$ cat config.mk
export PLATFORM = sky130hd
export DESIGN_NAME = q_update_pipe
export DESIGN_NICKNAME = d
export VERILOG_FILES = /design/src/rtl/q_update_pipe.sv
export SDC_FILE = /design/constraint.sdc
export NUM_CORES = 1
export LEC_CHECK = 0
export CORE_MARGIN = 2
export CORE_UTILIZATION = 35
export CTS_CLUSTER_SIZE = 14
export DETAILED_ROUTE_END_ITERATION = 16
export HOLD_SLACK_MARGIN = 0.15
export SYNTH_ARGS = -nofsm -noshare
export SYNTH_HDL_FRONTEND = slang
export SYNTH_SLANG_ARGS = --single-unit
$ cat constraint.sdc
create_clock -name CLK -period 47.3 [get_ports CLK]
set_input_delay 9.46 -clock CLK [delete_from_list [all_inputs] [get_ports CLK]]
set_output_delay 9.46 -clock CLK [all_outputs]
set_load 0.005 [all_outputs]
$ cat src/rtl/q_update_pipe.sv
// Three-stage pipelined Q-learning update engine with an internal 28-entry Q-table.
// Same-key requests are serialised by in_ready; the write stage bypasses into a same-edge accept.
module q_update_pipe #(
    parameter int ALPHA_SH = 2,
    parameter int GAMMA_SH = 3
) (
    input  logic        CLK,
    input  logic        RST,
    input  logic        in_valid,
    output logic        in_ready,
    input  logic [2:0]  Sn,
    input  logic [1:0]  An,
    input  logic [13:0] Rn,
    input  logic [13:0] maxQn_SnP1,
    output logic        out_valid,
    output logic [13:0] Qn_out,
    output logic [2:0]  Sn_out
);

    localparam int NENT = 28;

    logic [13:0] tbl_q [NENT];

    logic               v1_q, v2_q, v3_q;
    logic [4:0]         key1_q, key2_q, key3_q;
    logic [13:0]        r1_q, r2_q;
    logic [13:0]        qold1_q, qold2_q, qold3_q;
    logic [13:0]        mq2_q;
    logic signed [16:0] d3_q;

    logic        out_valid_q;
    logic [13:0] qn_q;
    logic [2:0]  sn_q;

    logic [4:0]         key_in;
    logic               accept;
    logic               v1_d;
    logic [13:0]        qold_d;
    logic [13:0]        g2;
    logic [14:0]        t2;
    logic signed [16:0] d2;
    logic signed [16:0] sh3;
    logic signed [17:0] sum3;
    logic [13:0]        qnew3;

    assign key_in   = {Sn, An};
    assign in_ready = !((v1_q && key1_q == key_in) ||
                        (v2_q && key2_q == key_in));
    assign accept   = in_valid && in_ready;
    assign v1_d     = accept && (Sn != 3'd7);

    // Stage 2 arithmetic: target and temporal-difference error
    assign g2 = mq2_q - (mq2_q >> GAMMA_SH);
    assign t2 = {1'b0, r2_q} + {1'b0, g2};
    assign d2 = $signed({2'b00, t2}) - $signed({3'b000, qold2_q});

    // Stage 3 arithmetic: scaled correction with saturation
    assign sh3  = d3_q >>> ALPHA_SH;
    assign sum3 = $signed({4'b0000, qold3_q}) + $signed({sh3[16], sh3});

    always_comb begin
        qnew3 = sum3[13:0];
        if (sum3 < 0) begin
            qnew3 = 14'd0;
        end else if (sum3 > 18'sd16383) begin
            qnew3 = 14'd16383;
        end
    end

    always_comb begin
        qold_d = 14'd0;
        if (v3_q && key3_q == key_in) begin
            qold_d = qnew3;
        end else if (Sn != 3'd7) begin
            qold_d = tbl_q[key_in];
        end
    end

    always_ff @(posedge CLK or posedge RST) begin
        if (RST) begin
            for (int i = 0; i < NENT; i++) begin
                tbl_q[i] <= 14'd0;
            end
        end else if (v3_q) begin
            for (int i = 0; i < NENT; i++) begin
                if (key3_q == 5'(i)) begin
                    tbl_q[i] <= qnew3;
                end
            end
        end
    end

    always_ff @(posedge CLK or posedge RST) begin
        if (RST) begin
            v1_q        <= 1'b0;
            v2_q        <= 1'b0;
            v3_q        <= 1'b0;
            key1_q      <= '0;
            key2_q      <= '0;
            key3_q      <= '0;
            r1_q        <= '0;
            r2_q        <= '0;
            qold1_q     <= '0;
            qold2_q     <= '0;
            qold3_q     <= '0;
            mq2_q       <= '0;
            d3_q        <= '0;
            out_valid_q <= 1'b0;
            qn_q        <= '0;
            sn_q        <= '0;
        end else begin
            v1_q <= v1_d;
            if (accept) begin
                key1_q  <= key_in;
                r1_q    <= Rn;
                qold1_q <= qold_d;
            end
            v2_q    <= v1_q;
            key2_q  <= key1_q;
            r2_q    <= r1_q;
            qold2_q <= qold1_q;
            mq2_q   <= maxQn_SnP1;
            v3_q    <= v2_q;
            key3_q  <= key2_q;
            qold3_q <= qold2_q;
            d3_q    <= d2;
            out_valid_q <= v3_q;
            qn_q        <= v3_q ? qnew3 : 14'd0;
            sn_q        <= v3_q ? key3_q[4:2] : 3'd0;
        end
    end

    assign out_valid = out_valid_q;
    assign Qn_out    = qn_q;
    assign Sn_out    = sn_q;

endmodule

# After elaboration in Yosys (flattened, before gate mapping)
# Cells that the tools add are included.
# Widths: inputs -> output; s select.
word_totals:
  reg_bits: 528
  elab_cells: 128
  in_bits: 36
  output_inout_bits: 19
classes:
  n_addsub: 4
  reduce_logical: 36
  muxes: 9
  eq_ne: 31
  n_bitwise: 1
  magnitude_cmp: 3
ops:
  columns: ["cell", "count"]
  rows:
  - ["$mux 14", 7]
  - ["$bmux 14 s5", 1]
  - ["$eq 5x5->1 const B", 12]
  - ["$reduce_and 2->1", 28]
  - ["$eq 5x4->1 const B", 8]
  - ["$eq 5x3->1 const B", 4]
  - ["$add 15x14->16", 1]
  - ["$gt 16x15->1 const B", 1]
  - ["$lt 16x1->1 const B", 1]
  - ["$sub 15x14->16", 1]
  - ["$add 14x14->15", 1]
  - ["$eq 5x5->1", 3]
  - ["$sub 14x11->14", 1]
  - ["$eq 5x2->1 const B", 2]
  - ["$ge 6x6->1 const B", 1]
  - ["$not 5->6", 1]
  - ["$eq 5x1->1 const B", 1]
  - ["$logic_and 1x1->1", 5]
  - ["$logic_not 5->1", 1]
  - ["$mux 3", 1]
  - ["$ne 3x3->1 const B", 1]
  - ["$logic_not 1->1", 1]
  - ["$logic_or 1x1->1", 1]

# Depth between registers and ports, before layout
# Gate-level depths: netlist (run 1).
depth:
  depth_word: 6
  ltp_mapped: 20
  depth_no_buf: 20

# Least setup slack after synthesis (run 1)
# OpenSTA, ideal clock, no wires.
synth_timing:
  path_kind: "input port to output port"
  start: "input Sn[1]"
  end: "output in_ready"
  path_slack_ns: 27.543
  cell_stages: 5
  t_required_ns: 37.840
  arrival_time_ns: 10.297
  path_cell_list: "clkbuf_1 xor2_1 nor4_1 and3_1 a31oi_1"
synth_between:
  elab_chain_len: 4
  elab_cells_between_ends: 6
  cone_classes: "eq/ne (2); reduce/logical (4)"
synth_lines:
  columns: ["element", "line_no", "rtl"]
  rows:
  - ["start, declared", "11", "input logic [2:0] Sn,"]
  - ["$eq 5x5->1 (on tied branches)", "47, 48", null]
  - ["$logic_and 1x1->1 (on tied branches)", "47, 48", null]
  - ["$logic_or 1x1->1 *", "47", "assign in_ready = !((v1_q && key1_q == key_in) ||"]
  - ["$logic_not 1->1 *", "47", null]
  - ["end, declared", "10", "output logic in_ready,"]
# Every way passes the cells marked *; elsewhere a longest branch is shown, timed or not.

# Final worst setup path (run 1)
layout_timing:
  start: "input Sn[2]"
  end: "output in_ready"
# The elaborated chain is that of the path after synthesis.

==> metrics.md, run 1 <==
| Metric | Value |
|---|---|
| Placed Cells incl. Taps | `2896` |
| Pwr Density | `70.2 nW/µm²` |
| Syn_area_per_cell | `11.3 µm²` |
| PortBufs | `54` |
| Hold Buf Count CTS | `0` |
| Reg2Reg Depth | `17` |
| First-pass GRT wire length | `92500 µm` |
| Vias in the first global route | `15800` |
| CP bufs+invs | `2` |
| WHS Path Cells | `0` |
| Post-CTS Setup Bufs | `0` |
| Final HPWL DP | `37200 µm` |
| Reg power frac | `38.5%` |
| Part of the power in combinational logic | `37.5%` |
| Cell family with most CP delay | `buffers and inverters` |
| Worst Hold Class | `flip-flop to flip-flop` |
| Share of post-route cells with drive strength above 1 | `13.5%` |
| Max Cap Violations | `0` |
| Critical path data arrival time | `12150 ps` |
| CTS tree | `done` |
| Critical Path Max Stage Delay | `1230 ps` |
| Net Sw Power | `723 µW` |
| Routed vias | `15600` |
| Pint | `1.15 mW` |
| Utilization after layout | `39.7%` |
| Biggest area consumer among synthesized cells | `dfrtp_1` |
| Worst path cell trace | `clkdlybuf4s50_1 > xor2_1 > nor4_1 > and3_1 > a31oi_1 > clkdlybuf4s50_1` |
| DR pass1 iterations | `5` |
| Fin crit period | `21610 ps` |
| Clock sinks | `526` |
| Final hold vios | `0` |
| Final net count | `2171` |
| Critical Path Start Type | `input pin` |
| Setup CP Type | `input pin to output pin` |
| Post-Place Worst Slack | `25720 ps` |
| Ys Warns | `0` |
| Worst vdd ir | `68.6 µV` |
| Starting Density | `35.4%` |
| Root buffer cell | `clkbuf_16` |
| Post-synthesis async set-or-reset flop share | `100%` |
| Synth Register Bits | `526` |
| Worst slew pin tran | `1160 ps` |
| Core Rows | `95` |
| Number of enable flip-flop cells after synthesis | `0` |
| Clock share of power | `24.1%` |
| Top-count cell post-synth | `dfrtp_1` |
| Die width | `265 µm` |
| Detail Route Antenna Nets | `0` |
| Crit Reg-Reg Endpoint | `d3_q[15]` |
| Post-CTS Resized | `0` |
| Post-Syn Nets | `2186` |
| Avg WL per Cell | `19.1 µm` |
| Switching share of power | `38.6%` |
| Relative slew slack | `22.5%` |
| Largest net degree at the start of global routing | `84` |
| Worst-case clock buffer depth | `3` |
| Ant. Diodes | `0` |
| Sequential area share after synthesis | `55.4%` |
| Critical Path Fanout Max | `19` |
| Gate Count Post-Synth | `2095` |
| Final slew viol count | `0` |
| CTS HTree Levels | `2` |
| RSZ-0062 raised after global routing | `no` |
| Most used cell, CP | `clkdlybuf4s50_1` |
| CP Depth | `6` |
| Worst-path clk slew | `60 ps` |
| Non-Filler Instances | `2997` |
| Die Ht | `265 µm` |
| Crit-path slowest cell | `clkdlybuf4s50_1` |
| Period utilisation layout | `45.7%` |
| Share of the synthesized area in the top cell type | `55.4%` |
| Die area | `70000 µm²` |
| Initial antenna violation count | `0` |
| Total track usage | `16.8%` |
| Final Skew | `26.4 ps` |
| Critical path required time | `37840 ps` |
| CTS Buf Count | `55` |
| Final Routed Wirelength | `57200 µm` |
| Final Wtd Congestion | `0.871` |
| Hold Path End | `qold2_q[3]` |
| Synth cell types | `61` |
| Status | `completed` |
| Top FF cell, synth | `dfrtp_1` |
| Synth Cell Area | `23800 µm²` |
| Final Setup Violations | `0` |
| Via/cell ratio | `5.20` |
| HP Start | `qold1_q[3]` |
| Num ports | `55` |
| Clk_lat worst skew | `610 ps` |
| Crit end category | `output pin` |
| Synth area leaders | `dfrtp_1, mux4_2, o21ai_0, nand2_1, ha_1` |
| DRC Markers | `0` |
| Number of DRC markers in iteration 0 | `1276` |
| Most frequent cells after synthesis | `dfrtp_1, nand2_1, o21ai_0, mux4_2, clkbuf_1` |
| Slack of the critical path | `25690 ps` |
| Core area | `67200 µm²` |
| Max Clk Rate | `46.3 MHz` |
| P_leak | `12.0 nW` |
| Setup slack, reg-to-reg | `42930 ps` |
| Setup Total Neg Slack | `0 ps` |
| Start of the worst register-to-register path | `mq2_q[4]` |
| Area growth from synthesis to layout | `12.2%` |
| Final global-route overflow total | `0` |
-- worst register-to-register path, cell delays in order (launching register included) --
cell and delay (ps):
dfrtp_1 410, inv_1 60, ha_1 260, nor2b_1 120
o21ai_0 200, nand2_1 100, xnor2_1 150, fa_1 490
inv_1 40, ha_1 320, nor2_1 70, a2111oi_1 640
o21a_1 240, o21ai_1 110, a21oi_1 280, a41oi_1 270
a211o_1 350, and2_1 170
-- logic make-up (layout without fill, tap and decap cells) --
group,count (synthesis),count (layout),synth area share (%)
mux,170,170,13.2
flops,526,526,55.4
compound gates,480,480,11.5
buf+inv,229,258,4.78
fa+ha+maj,55,55,3.37
simple gates,588,588,9.95
xor+xnor,47,47,1.73
-- final cells by class --
class                           count  area, µm²
Fill cell                        6307      40500
Sequential cell                   526      13200
Clock inverter                     21        259
Timing Repair Buffer               75        687
Clock buffer                       80       1650
Tap cell                          873       1090
Multi-Input combinational cell   1340       9490
Inverter                           82        315
-- through the flow --
stage                     power (mW)  hold WS [ps]  area, µm²
after floorplan                 1.26           346      23800
after global placement          1.40           361      24700
after detailed placement        1.43           363      24700
after CTS                       1.89           376      26700
after global routing            2.00           387      26700
final                           1.87           373      26700
-- power by group through the flow --
stage	logic (mW)	registers (mW)	clock network, mW
after floorplan	0.562	0.696	0
after global placement	0.682	0.714	0
after detailed placement	0.701	0.727	0
after CTS	0.705	0.720	0.462
after global routing	0.777	0.741	0.481
final	0.701	0.720	0.451
-- metal layers --
layer  routed length, µm  GRT usage [%]  vias up
met3                2460           2.51       96
met1               26700           23.9     8003
li1                    -              -     7174
met4                1510           4.79        0
met2               26500           26.6      312
met5                   0              0        -
-- worst max-delay path by stage --
| stage | from | end | slack, ps |
|---|---|---|---|
| global placement | Sn[2] | in_ready | 25750 |
| CTS | Sn[2] | in_ready | 25720 |
| finish | Sn[2] | in_ready | 25690 |
| global route | Sn[2] | in_ready | 25600 |
| detailed placement | Sn[2] | in_ready | 25720 |
| floorplan | RST | Qn_out[0] | 23140 |
-- state kept, by name, indices dropped and copies added, names as in the netlist --
signal and count:
Sn_out 3, qold2_q 14, r2_q 14, Qn_out 14
r1_q 14, out_valid 1, v3_q 1, key3_q 5
qold3_q 14, key1_q 5, v2_q 1, qold1_q 14
tbl_q 392, v1_q 1, mq2_q 14, key2_q 5
d3_q 14
-- placed cells by master, fill, tap and decap left out, drive strengths merged, types with 31 or more instances in the layout --
cell type        n
ha              40
clkbuf          80
dfrtp          526
mux2            31
nand2          472
o21ai          393
clkdlybuf4s50   50
inv             85
nor2            42
mux4           112
(Power assumes the default switching activity.)
==> run 2, diff against run 1 <==
Clock period 47.3 ns to 22.2 ns, I/O delays scaled along.
==> metrics.md, run 2 (synthesis results as in run 1) <==
| Metric | Value |
|---|---|
| First-pass GRT wire length | `92000 µm (was 92500 µm)` |
| Critical path required time | `17760 ps (was 37840 ps)` |
| Ant. Diodes | `0 (unchanged)` |
| CTS HTree Levels | `2 (unchanged)` |
| Post-Place Worst Slack | `11120 ps (was 25720 ps)` |
| Final Setup Violations | `0 (unchanged)` |
| Die area | `70000 µm² (unchanged)` |
| Hold Buf Count CTS | `0 (unchanged)` |
| Crit Reg-Reg Endpoint | `d3_q[15] (unchanged)` |
| Share of post-route cells with drive strength above 1 | `13.0% (was 13.5%)` |
| Start of the worst register-to-register path | `mq2_q[4] (unchanged)` |
| Met3 usage | `2.33% (was 2.51%)` |
| Setup CP Type | `input pin to output pin (unchanged)` |
| Die Ht | `265 µm (unchanged)` |
| Final Routed Wirelength | `56600 µm (was 57200 µm)` |
| Crit-path slowest cell | `clkdlybuf4s50_1 (unchanged)` |
| Crit end category | `output pin (unchanged)` |
| Worst-case clock buffer depth | `3 (unchanged)` |
| Worst Setup SP | `Sn[2] (unchanged)` |
| Critical Path Start Type | `input pin (unchanged)` |
| Met1 Track Usage GR | `23.6% (was 23.9%)` |
| Post-CTS Resized | `0 (unchanged)` |
| Final Wtd Congestion | `0.858 (was 0.871)` |
| Vias in the first global route | `16000 (was 15800)` |
| Most used cell, CP | `clkdlybuf4s50_1 (unchanged)` |
| Area growth from synthesis to layout | `11.7% (was 12.2%)` |
| P_leak | `11.9 nW (was 12.0 nW)` |
| Final slew viol count | `0 (unchanged)` |
| Slack of the critical path | `11070 ps (was 25690 ps)` |
| Fin crit period | `11130 ps` |
| Root buffer cell | `clkbuf_16 (unchanged)` |
| CTS Buf Count | `55 (unchanged)` |
| Reg2Reg Depth | `17 (unchanged)` |
| Critical Path Max Stage Delay | `620 ps (was 1230 ps)` |
| Pwr Density | `148 nW/µm² (was 70.2 nW/µm²)` |
| Core Rows | `95 (unchanged)` |
| Largest net degree at the start of global routing | `186 (was 84)` |
| Worst vdd ir | `119 µV (was 68.6 µV)` |
| Worst path cell trace | `clkdlybuf4s50_1 > buf_4 > xor2_1 > nor4_1 > and3_1 > a31oi_1 > clkdlybuf4s50_1 (was clkdlybuf4s50_1 > xor2_1 > nor4_1 > and3_1 > a31oi_1 > clkdlybuf4s50_1)` |
| Utilization after layout | `39.5% (was 39.7%)` |
| Number of DRC markers in iteration 0 | `1086 (was 1276)` |
| Max Clk Rate | `89.8 MHz` |
| Max Cap Violations | `0 (unchanged)` |
| Clock sinks | `526 (unchanged)` |
| Worst Hold Class | `flip-flop to flip-flop (unchanged)` |
| Core area | `67200 µm² (unchanged)` |
| Biggest register | `tbl_q (unchanged)` |
| Max reg flops | `392 (unchanged)` |
| Final hold vios | `0 (unchanged)` |
| Post-CTS Setup Bufs | `0 (unchanged)` |
| Die width | `265 µm (unchanged)` |
| Critical Path Fanout Max | `19 (unchanged)` |
| Total track usage | `16.6% (was 16.8%)` |
| Grt met2 use | `26.8% (was 26.6%)` |
| Setup Total Neg Slack | `0 ps (unchanged)` |
| Most frequent cells in the layout | `dfrtp_1, nand2_1, o21ai_0 (unchanged)` |
| Detail Route Antenna Nets | `0 (unchanged)` |
| DR pass1 iterations | `5 (unchanged)` |
| Routed vias | `15400 (was 15600)` |
| Overall power | `3.94 mW (was 1.87 mW)` |
| Setup slack, reg-to-reg | `17880 ps (was 42930 ps)` |
| CP bufs+invs | `3 (was 2)` |
| RSZ-0062 raised after global routing | `no (unchanged)` |
| Critical path data arrival time | `6690 ps (was 12150 ps)` |
| Final HPWL DP | `36600 µm (was 37200 µm)` |
| Final global-route overflow total | `0 (unchanged)` |
| Final Skew | `19.5 ps (was 26.4 ps)` |
| Critical path destination | `in_ready (unchanged)` |
| Relative slew slack | `25.3% (was 22.5%)` |
| Fillers | `6287 (was 6307)` |
| Most common cell after layout, fill and taps aside | `dfrtp_1 (unchanged)` |
| Starting Density | `35.4% (unchanged)` |
| Status | `completed (unchanged)` |
| Via/cell ratio | `5.13 (was 5.20)` |
| Cell family with most CP delay | `buffers and inverters (unchanged)` |
| CTS tree | `done (unchanged)` |
| Clk_lat worst skew | `610 ps (about the same)` |
| Final net count | `2169 (was 2171)` |
| Initial antenna violation count | `0 (unchanged)` |
| Avg WL per Cell | `18.9 µm (was 19.1 µm)` |
| Period utilisation layout | `50.1%` |
| PortBufs | `54 (unchanged)` |
| Num ports | `55 (unchanged)` |
| CP Depth | `7 (was 6)` |
| DRC Markers | `0 (unchanged)` |
| Worst slew pin tran | `1120 ps (was 1160 ps)` |
| Final Hold Slack | `368 ps (was 373 ps)` |
| GR peak layer | `met2 (unchanged)` |
| Worst-path clk slew | `60 ps (about the same)` |
[run 2: power by group]
part	internal [mW]	total, mW	switching (mW)
Clock	0.537	0.918	0.381
Sequential	1.34	1.53	0.196
Combinational	0.536	1.48	0.947
Total	2.41	3.94	1.52
[run 2: metrics by stage]
step           cell area [µm²]  std cells
3_5_place_dp             24700       2894
3_3_place_gp             24700       2894
4_1_cts                  26500       2994
6_report                 26500       2994
5_1_grt                  26500       2994
2_1_floorplan            23800       2095
[run 2: per-layer routing]
metal | vias to the layer above | wire length [µm]
met2 | 295 | 26700
met5 | - | 0
li1 | 7159 | -
met4 | 0 | 1340
met3 | 84 | 2370
met1 | 7833 | 26200
[run 2: worst min path at each step]
stage	start	to	slack, ps	depth (start not counted)
floorplan	v2_q	v3_q	350	0
finish	r1_q[3]	r2_q[3]	370	0
global route	qold1_q[12]	qold2_q[12]	380	0
global placement	r1_q[9]	r2_q[9]	360	0
CTS	r1_q[3]	r2_q[3]	370	0
detailed placement	r1_q[3]	r2_q[3]	360	0
[run 2: worst register-to-register path: stages (launching register included)]
cell and delay, ps:
dfrtp_1 410, inv_1 60, ha_1 260, nor2b_1 120, o21ai_0 230, nand2_1 110
xnor2_1 150, fa_1 490, inv_1 50, ha_1 300, nor2_1 60, a2111oi_1 600
o21a_1 230, o21ai_1 100, a21oi_1 280, a41oi_1 250, a211o_1 340, and2_1 170
[run 2: cell type report]
class	count	area [µm²]	share of cell area (%)
Inverter	82	315	1.19
Tap cell	873	1090	4.11
Sequential cell	526	13200	49.6
Timing Repair Buffer	73	684	2.58
Clock inverter	12	135	0.509
Multi-Input combinational cell	1340	9490	35.7
Clock buffer	88	1670	6.29
